===== config.mk =====
export PLATFORM = sky130hd
export DESIGN_NAME = dm_store_unit_flat
export DESIGN_NICKNAME = d
export VERILOG_FILES = /design/src/rtl/dm_store_unit_pkg.sv /design/src/rtl/dm_store_unit_if.sv /design/src/rtl/dm_store_unit_wbuf_fifo.sv /design/src/rtl/dm_store_unit.sv /design/src/flat_wrapper.sv
export SDC_FILE = /design/constraint.sdc
export NUM_CORES = 1
export LEC_CHECK = 0
export ABC_AREA = 1
export BUFFER_PORTS_ARGS = -buffer_cell sky130_fd_sc_hd__buf_2
export CORE_MARGIN = 2
export CORE_UTILIZATION = 45
export CTS_CLUSTER_SIZE = 25
export DETAILED_ROUTE_END_ITERATION = 8
export PLACE_DENSITY = 0.65
export SYNTH_ARGS = -nofsm -noshare
export SYNTH_HDL_FRONTEND = slang
export SYNTH_SLANG_ARGS = --single-unit

===== constraint.sdc =====
create_clock -name clk -period 2.2 [get_ports clk]
set_clock_uncertainty 0.15 [all_clocks]
set_input_delay 0.44 -clock clk [delete_from_list [all_inputs] [get_ports clk]]
set_output_delay 0.44 -clock clk [all_outputs]
set_load 0.02 [all_outputs]

===== src/rtl/dm_store_unit_pkg.sv =====
// Shared types for the MEM-stage store path: op encodings, byte-enable
// patterns and the write-buffer entry layout.
package dm_store_pkg;

  typedef enum logic [1:0] {
    ST_SW  = 2'b00,
    ST_SB  = 2'b01,
    ST_SH  = 2'b10,
    ST_RSV = 2'b11
  } st_op_e;

  localparam logic [3:0] BE_WORD  = 4'b1111;
  localparam logic [3:0] BE_HALF0 = 4'b0011;
  localparam logic [3:0] BE_HALF1 = 4'b1100;
  localparam logic [3:0] BE_BYTE0 = 4'b0001;

  // Address is held as a word address; the low two bits are always zero on the bus.
  typedef struct packed {
    logic [29:0] addr_w;
    logic [31:0] wdata;
    logic [3:0]  be;
  } wb_entry_t;

endpackage


===== src/rtl/dm_store_unit_if.sv =====
// Store request (M stage) and memory drain handshake signals of dm_store_unit.
// slave: the store unit itself; master: the surrounding pipeline/memory.
interface dm_store_if #(parameter int AW = 32);
  import dm_store_pkg::*;

  logic          st_valid;
  logic          st_ready;
  st_op_e        st_op;
  logic [AW-1:0] st_addr;
  logic [31:0]   st_data;

  logic          mem_req;
  logic          mem_ack;
  logic [AW-1:0] mem_addr;
  logic [31:0]   mem_wdata;
  logic [3:0]    mem_be;

  modport slave (
    input  st_valid, st_op, st_addr, st_data, mem_ack,
    output st_ready, mem_req, mem_addr, mem_wdata, mem_be
  );

  modport master (
    output st_valid, st_op, st_addr, st_data, mem_ack,
    input  st_ready, mem_req, mem_addr, mem_wdata, mem_be
  );
endinterface


===== src/rtl/dm_store_unit_wbuf_fifo.sv =====
// Generic DEPTH-entry synchronous FIFO used as the store write buffer.
// Push is ignored when full and pop is ignored when empty.
module dm_wbuf_fifo #(
  parameter int DEPTH = 2,
  parameter int WIDTH = 8
) (
  input  logic             clk,
  input  logic             reset_n,
  input  logic             push,
  input  logic [WIDTH-1:0] din,
  input  logic             pop,
  output logic [WIDTH-1:0] dout,
  output logic             full,
  output logic             empty
);

  localparam int PW = $clog2(DEPTH);

  logic [WIDTH-1:0] mem [DEPTH];
  logic [PW-1:0]    wr_ptr;
  logic [PW-1:0]    rd_ptr;
  logic [PW:0]      count;
  logic             do_push;
  logic             do_pop;

  assign full    = (count == (PW+1)'(DEPTH));
  assign empty   = (count == '0);
  assign do_push = push && !full;
  assign do_pop  = pop && !empty;
  assign dout    = mem[rd_ptr];

  // Storage, pointers and occupancy; storage is cleared so the head reads zero out of reset.
  always_ff @(posedge clk or negedge reset_n) begin
    if (!reset_n) begin
      for (int i = 0; i < DEPTH; i++) mem[i] <= '0;
      wr_ptr <= '0;
      rd_ptr <= '0;
      count  <= '0;
    end else begin
      if (do_push) begin
        mem[wr_ptr] <= din;
        wr_ptr      <= wr_ptr + 1'b1;
      end
      if (do_pop) rd_ptr <= rd_ptr + 1'b1;
      case ({do_push, do_pop})
        2'b10:   count <= count + 1'b1;
        2'b01:   count <= count - 1'b1;
        default: count <= count;
      endcase
    end
  end

endmodule


===== src/rtl/dm_store_unit.sv =====
// MEM-stage store unit: aligns sw/sh/sb data into byte lanes, builds the byte
// enable, buffers stores and drains them over a req/ack handshake.
// Optional: define DM_STORE_ALIGN_EXC_EN to drop misaligned SW/SH and pulse exc_ades.
module dm_store_unit
  import dm_store_pkg::*;
#(
  parameter int DEPTH = 2,
  parameter int AW    = 32
) (
  input  logic       clk,
  input  logic       reset_n,
  dm_store_if.slave  bus,
  output logic       busy,
  output logic       exc_ades
);

  localparam int EW = $bits(wb_entry_t);

  wb_entry_t   ent;
  wb_entry_t   head;
  logic [EW-1:0] head_bits;
  logic [1:0]  a;
  logic        enq_ok;
  logic        misaligned;
  logic        accept;
  logic        push;
  logic        full;
  logic        empty;

  assign a      = bus.st_addr[1:0];
  assign accept = bus.st_valid && bus.st_ready;
  assign push   = accept && enq_ok && !misaligned;

  // Lane replication and byte-enable generation for the incoming store.
  always_comb begin
    ent        = '0;
    enq_ok     = 1'b0;
    ent.addr_w = 30'(bus.st_addr[AW-1:2]);
    case (bus.st_op)
      ST_SW: begin
        ent.be    = BE_WORD;
        ent.wdata = bus.st_data;
        enq_ok    = 1'b1;
      end
      ST_SH: begin
        ent.be    = a[1] ? BE_HALF1 : BE_HALF0;
        ent.wdata = {2{bus.st_data[15:0]}};
        enq_ok    = 1'b1;
      end
      ST_SB: begin
        ent.be    = BE_BYTE0 << a;
        ent.wdata = {4{bus.st_data[7:0]}};
        enq_ok    = 1'b1;
      end
      default: enq_ok = 1'b0;
    endcase
  end

`ifdef DM_STORE_ALIGN_EXC_EN
  // Misaligned word/half stores are consumed but never reach memory.
  always_comb begin
    misaligned = 1'b0;
    case (bus.st_op)
      ST_SW:   misaligned = (a != 2'b00);
      ST_SH:   misaligned = a[0];
      default: misaligned = 1'b0;
    endcase
  end

  // One-cycle address-error pulse following the accepting edge.
  always_ff @(posedge clk or negedge reset_n) begin
    if (!reset_n) exc_ades <= 1'b0;
    else          exc_ades <= accept && misaligned;
  end
`else
  assign misaligned = 1'b0;
  assign exc_ades   = 1'b0;
`endif

  dm_wbuf_fifo #(
    .DEPTH (DEPTH),
    .WIDTH (EW)
  ) u_wbuf (
    .clk     (clk),
    .reset_n (reset_n),
    .push    (push),
    .din     (ent),
    .pop     (bus.mem_ack),
    .dout    (head_bits),
    .full    (full),
    .empty   (empty)
  );

  // Memory side is driven only from buffered head state.
  assign head          = head_bits;
  assign bus.st_ready  = !full;
  assign bus.mem_req   = !empty;
  assign busy          = !empty;
  assign bus.mem_addr  = {head.addr_w[AW-3:0], 2'b00};
  assign bus.mem_wdata = head.wdata;
  assign bus.mem_be    = head.be;

endmodule


===== src/flat_wrapper.sv =====
// flat-port wrapper written by rule: the top's interface ports become plain ports
module dm_store_unit_flat import dm_store_pkg::*;
#(
  parameter int DEPTH = 2,
  parameter int AW    = 32
)
  (clk, reset_n, busy, exc_ades, bus_st_valid, bus_st_op, bus_st_addr, bus_st_data, bus_mem_ack, bus_st_ready, bus_mem_req, bus_mem_addr, bus_mem_wdata, bus_mem_be);
  dm_store_if #(.AW(AW)) bus_i ();
  input  logic clk;
  input  logic reset_n;
  output logic busy;
  output logic exc_ades;
  input wire logic [$bits(bus_i.st_valid)-1:0] bus_st_valid;
  input wire logic [$bits(bus_i.st_op)-1:0] bus_st_op;
  input wire logic [$bits(bus_i.st_addr)-1:0] bus_st_addr;
  input wire logic [$bits(bus_i.st_data)-1:0] bus_st_data;
  input wire logic [$bits(bus_i.mem_ack)-1:0] bus_mem_ack;
  output wire logic [$bits(bus_i.st_ready)-1:0] bus_st_ready;
  output wire logic [$bits(bus_i.mem_req)-1:0] bus_mem_req;
  output wire logic [$bits(bus_i.mem_addr)-1:0] bus_mem_addr;
  output wire logic [$bits(bus_i.mem_wdata)-1:0] bus_mem_wdata;
  output wire logic [$bits(bus_i.mem_be)-1:0] bus_mem_be;
  assign bus_i.st_valid = bus_st_valid;
  assign bus_i.st_op = bus_st_op;
  assign bus_i.st_addr = bus_st_addr;
  assign bus_i.st_data = bus_st_data;
  assign bus_i.mem_ack = bus_mem_ack;
  assign bus_st_ready = bus_i.st_ready;
  assign bus_mem_req = bus_i.mem_req;
  assign bus_mem_addr = bus_i.mem_addr;
  assign bus_mem_wdata = bus_i.mem_wdata;
  assign bus_mem_be = bus_i.mem_be;
  dm_store_unit #(.DEPTH(DEPTH), .AW(AW)) u_core (.clk(clk), .reset_n(reset_n), .bus(bus_i), .busy(busy), .exc_ades(exc_ades));
endmodule

# Word level (Yosys, flattened, before mapping)
# Index checks and enable logic that the tools add are counted.
[totals]
ff_bits = 136
inputBits = 70
out_inout_bits = 72
elab_cells = 41
[classes]
n_addsub = 4
n_lt_le_gt_ge = 3
eq_ne = 5
shift = 1
muxes = 10
bitwise = 2
reduce_logical = 11
[op_table]
columns = ["op", "n"]
rows = [
  ["2-to-1 mux 66 bit", 4],
  ["bitwise mux 132 bit", 1],
  ["case mux 36 bit (3 select lines)", 1],
  ["demux 66 bit (select 1 bit)", 1],
  ["equality test 2 bit, second input constant", 3],
  ["logical AND 1 bit", 5],
  ["equality test 2 x 1 -> 1 bit, second input constant", 2],
  [">= comparator 2 bit, second input constant", 2],
  ["logical NOT 2 bit", 2],
  ["2-to-1 mux 4 bit", 1],
  ["inverter 1 -> 2 bit", 2],
  ["case mux 2 bit (2 select lines)", 1],
  ["<< shifter 1 x 2 -> 4 bit, first input constant", 1],
  ["OR reduction 3 bit", 1],
  ["adder 1 bit, second input constant", 2],
  ["adder 2 x 1 -> 2 bit, second input constant", 1],
  ["logical NOT 1 bit", 2],
  ["< comparator 2 x 1 -> 1 bit, second input constant", 1],
  ["nonzero test 2 bit", 1],
  ["subtractor 2 x 1 -> 2 bit, second input constant", 1],
  ["2-to-1 mux 1 bit", 1],
]

# Depth between registers and ports, before layout
[logic_depth]
word_depth = 7
depth_mapped = 9
mapped_depth_nobuf = 9

# Hierarchy
# From an unflattened synthesis, not the netlist that was laid out.
[hier_totals]
hier_cells = 951
area_unflattened_um2 = 7046.8
[by_module_without_submodules]
columns = ["mod", "instances", "cells_per_inst", "area_each_um2", "seq_area_each_um2"]
rows = [
  ["dm_wbuf_fifo", 1, 831, 6488.7, 3403.3],
  ["dm_store_unit", 1, 120, 558.0, 0.0],
]

# Worst setup path after synthesis
# No wires, ideal clock.
[synth_path]
path_type = "flip-flop to output port"
start = "register u_core.u_wbuf.rd_ptr"
end = "output bus_mem_addr[10]"
t_arrival_ns = 1.154
required_ns = 1.610
path_slack_ns = 0.456
stages_incl_launch_ff = 6
path_buffers = 2
cell_sequence = "dfrtp_1 > inv_1 > buf_2 > buf_1 > nand2_1 > nand2_1"
[synth_between]
elab_chain_len = 4
[synth_lines]
columns = ["element", "line_no", "source"]
rows = [
  ["start: declaration", "dm_store_unit_wbuf_fifo.sv:21", "logic [PW-1:0] rd_ptr;"],
  ["start signal: assignment", "dm_store_unit_wbuf_fifo.sv:44", "if (do_pop) rd_ptr <= rd_ptr + 1'b1;"],
  ["inverter 1 -> 2 bit (not written as such)", "dm_store_unit_wbuf_fifo.sv:30", "assign dout = mem[rd_ptr];"],
  ["2-to-1 mux 66 bit (not written as such) (3 in series)", "dm_store_unit_wbuf_fifo.sv:30", ""],
  ["end: declaration", "flat_wrapper.sv:20", "output wire logic [$bits(bus_i.mem_addr)-1:0] bus_mem_addr;"],
]
# Every way passes these cells. The select of a mux whose other input is x is not followed.

# Final worst setup path
[layout_path]
start = "register u_core.u_wbuf.rd_ptr"
end = "output bus_mem_wdata[26]"
[layout_between]
elab_chain_len = 4
[layout_lines]
columns = ["element", "line_no", "source"]
rows = [
  ["inverter 1 -> 2 bit (not written as such)", "dm_store_unit_wbuf_fifo.sv:30", ""],
  ["2-to-1 mux 66 bit (not written as such) (3 in series)", "dm_store_unit_wbuf_fifo.sv:30", ""],
  ["end: declaration", "flat_wrapper.sv:21", "output wire logic [$bits(bus_i.mem_wdata)-1:0] bus_mem_wdata;"],
]
# Every way passes these cells. The select of a mux whose other input is x is not followed.

==> impl_metrics.sql <==
INSERT INTO impl_metrics (metric_group, metric, value, unit) VALUES
('run_status', 'status', 'finished, final reports clean', ''),
('sta', 'finalSetupViolCount', '0', ''),
('synthesis', 'flops_latches_synth', '136', ''),
('setup_path', 'timing.critical_path.slowest_stage_cell', 'dfrtp_2', ''),
('synthesis', 'synth_warnings', '0', ''),
('routing', 'drt-total-wl', '18530', 'µm'),
('min_path', 'timing.hold.worst_path_depth', '3', ''),
('clocking', 'number_of_buffers_inserted_to_repair_setup_after_cts', '0', ''),
('placement', 'routabilityCongestion', '0.8343', ''),
('setup_path', 'worstRegToRegCells', '5', ''),
('synthesis', 'yosysSeqAreaShare', '0.5105', ''),
('global_route', 'number_of_global_route_vias_before_repair', '5664', ''),
('setup_path', 'critical_path_arrival', '1.54', 'ns'),
('sta', 'final_max_tran_viols', '0', ''),
('floorplanning', 'start_util', '0.4604', ''),
('placement', 'port-buffer-count', '138', ''),
('floorplanning', 'area_of_the_die', '15800', 'µm²'),
('min_path', 'worst_hold_path.endpoint', 'u_core.u_wbuf.mem[108]', ''),
('routing', 'dr.first_iter.drc_count', '535', ''),
('routing', 'dr_total_vias', '6125', ''),
('sta', 'timing.final.crit_share', '0.9675', ''),
('global_route', 'largest_net_degree_at_the_start_of_global_routing', '49', ''),
('job', 'maximum_capacitance_violations', '0', ''),
('floorplanning', 'design.portCount', '142', ''),
('sta', 'fin_crit', '2.128', 'ns'),
('clocking', 'cts_root_buffer', 'clkbuf_16', ''),
('sta', 'grt_setup_unrepaired', 'no', ''),
('clocking', 'clk_pin_slew', '0.06', 'ns'),
('synthesis', 'top_cells_by_count_synth', 'nand2_1 (561), dfrtp_1 (136), nand3_1 (115)', ''),
('global_route', 'overall_global_routing_resource_usage', '0.2398', ''),
('placement', 'detailedPlacementHpwl', '11980', 'µm'),
('routing', 'drcViolationCount', '0', ''),
('synthesis', 'dominantRegCellSynth', 'dfrtp_1', ''),
('routing', 'dr.pass1.iters', '5', ''),
('setup_path', 'critical_path.startpoint_type', 'register', ''),
('setup_path', 'crit_type', 'register to output port', ''),
('global_route', 'global_route.overflow_total', '0', ''),
('setup_path', 'worstPathRequired', '1.61', 'ns'),
('power', 'power_density', '1563', 'nW/µm²'),
('power', 'power.leakage', '4.733', 'nW'),
('finish', 'post-route-util', '0.5567', ''),
('clocking', 'tritoncts.num_buffers', '17', ''),
('setup_path', 'cpPeakStageDelay', '0.44', 'ns'),
('sta', 'clock.fmax', '469.8', 'MHz'),
('finish', 'fraction_of_layout_cells_with_a_size_suffix_above_1', '0.1973', ''),
('synthesis', 'postSynthAreaPerCell', '7.382', 'µm²'),
('clocking', 'insertion_delay', '0.42', 'ns'),
('global_route', 'number_of_antenna_violations_at_the_first_check_in_global_routing', '0', ''),
('setup_path', 'rr_startpoint', 'u_core.u_wbuf.wr_ptr', ''),
('clocking', 'clkSinkCount', '136', ''),
('clocking', 'cts_tree', 'built', ''),
('synthesis', 'synth-edff-count', '0', ''),
('setup_path', 'crit_fanout', '19', ''),
('synthesis', 'most_used_standard_cell_by_instance_count_after_synthesis', 'nand2_1', ''),
('setup_path', 'critical_path.cell_chain', 'inv_4, buf_8, nand2_1, nand2_1, buf_2', ''),
('synthesis', 'synth_top_area_frac', '0.5105', ''),
('routing', 'detail_route.wl_per_cell', '15.15', 'µm'),
('synthesis', 'syn-instance-count', '903', ''),
('sta', 'final.setup.tns', '0', 'ns'),
('routing', 'viasPerCell', '5.008', ''),
('setup_path', 'critPathCaptureType', 'output port', ''),
('setup_path', 'r2r_setup_slack', '0.53', 'ns'),
('global_route', 'grt_first_pass_wirelength', '29880', 'µm'),
('setup_path', 'path_common_cell', 'nand2_1', ''),
('setup_path', 'worst_r2r_endpoint', 'u_core.u_wbuf.mem[19]', ''),
('power', 'worst_ir_drop_vdd', '0.7799', 'mV'),
('floorplanning', 'core_region_area', '14480', 'µm²'),
('floorplanning', 'row_count', '44', ''),
('min_path', 'worstHoldPathType', 'input port to register', ''),
('finish', 'area_delta_synth_final', '20.91', '%'),
('synthesis', 'synth_cell_type_count', '21', '');
==> cell families (layout without fill, tap and decap cells) <==
logic type | count (synthesis) | after routing | synth area share
and+or+nand+nor | 692 | 692 | 0.4215
AOI/OAI and AO/OA | 1 | 1 | 0.0007500
buffers and inverters | 69 | 203 | 0.06081
adders and majority gates | 1 | 1 | 0.001877
DFF | 136 | 136 | 0.5105
xor gates and xnor gates | 3 | 3 | 0.003942
other | 1 | 3 | 0.0005625
==> critical path, delay by kind of cell (launching register included) <==
kind / cells / cell delay [ns]
and+or+nand+nor: 2 / 0.17
DFF: 1 / 0.44
buffers and inverters: 3 / 0.49
==> routing by layer <==
metal | up-vias | global-route usage | wire, µm | part of all wire
li1 | 3030 | - | - | -
met1 | 2864 | 0.3394 | 8475 | 0.46
met2 | 208 | 0.3727 | 8697 | 0.47
met3 | 23 | 0.04800 | 1088 | 0.059
met4 | 0 | 0.07778 | 272 | 0.015
met5 | - | 0 | 0 | 0
==> placed cells by master, fill, tap and decap left out, types with 5 or more instances in the layout <==
cell type,netlist,layout
buf_12,0,6
buf_2,21,136
buf_4,10,15
clkbuf_16,0,18
clkinv_2,0,7
dfrtp_1,136,134
inv_1,6,5
nand2_1,561,560
nand3_1,115,115
nor2_1,8,8
==> where the power goes <==
part | internal, mW | total [mW] | switching [mW]
registers | 3.63 | 4.27 | 0.641
logic | 1.87 | 5.70 | 3.83
clock network | 1.56 | 2.62 | 1.07
==> what timing repair did <==
| action | CTS | global route |
|---|---|---|
| hold endpoints to repair | 36 | 0 |
| hold buffers | 1 | 0 |
| gates resized for setup | 1 | 4 |
| gates cloned | 0 | 1 |
| setup endpoints to repair | 1 | 20 |
==> how the worst max path moves through the flow <==
stage                       endpoint                  from  depth (start not counted)
6_report           bus_mem_wdata[26]  u_core.u_wbuf.rd_ptr                          5
3_3_place_gp   u_core.u_wbuf.mem[39]          bus_st_op[1]                          8
2_1_floorplan       bus_mem_addr[10]  u_core.u_wbuf.rd_ptr                          5
3_5_place_dp   u_core.u_wbuf.mem[55]          bus_st_op[1]                          8
5_1_grt            bus_mem_wdata[24]  u_core.u_wbuf.rd_ptr                          5
4_1_cts            bus_mem_wdata[25]  u_core.u_wbuf.rd_ptr                          5
==> flip-flops by register name, summed over array words and instances, names as in the netlist <==
signal                cells
u_core.u_wbuf.mem       132
u_core.u_wbuf.rd_ptr      1
u_core.u_wbuf.wr_ptr      1
u_core.u_wbuf.count       2
==> per-stage QoR <==
stage	cell area [µm²]	hold slack, ns	total power, mW	worst slack (ns)	cells
5_1_grt	8060	0.1188	13.52	0.008189	1223
3_5_place_dp	7478	0.2323	9.951	0.2776	1190
3_3_place_gp	7478	0.2287	9.836	0.3249	1190
4_1_cts	8021	0.1049	12.60	0.007893	1222
2_1_floorplan	6674	-0.005591	8.068	0.4556	905
6_report	8060	0.1170	12.60	0.07152	1223
==> cell type report <==
cell class | instances | area, µm²
tap | 184 | 230.2
clock buffer | 21 | 450.4
sequential | 136 | 3406
timing repair buffer | 162 | 985.9
clock inverter | 10 | 80.08
inverter | 10 | 40.04
multi-input combinational | 700 | 2868
fill | 1477 | 6419
No activity file was read; power rests on OpenSTA's default activity.
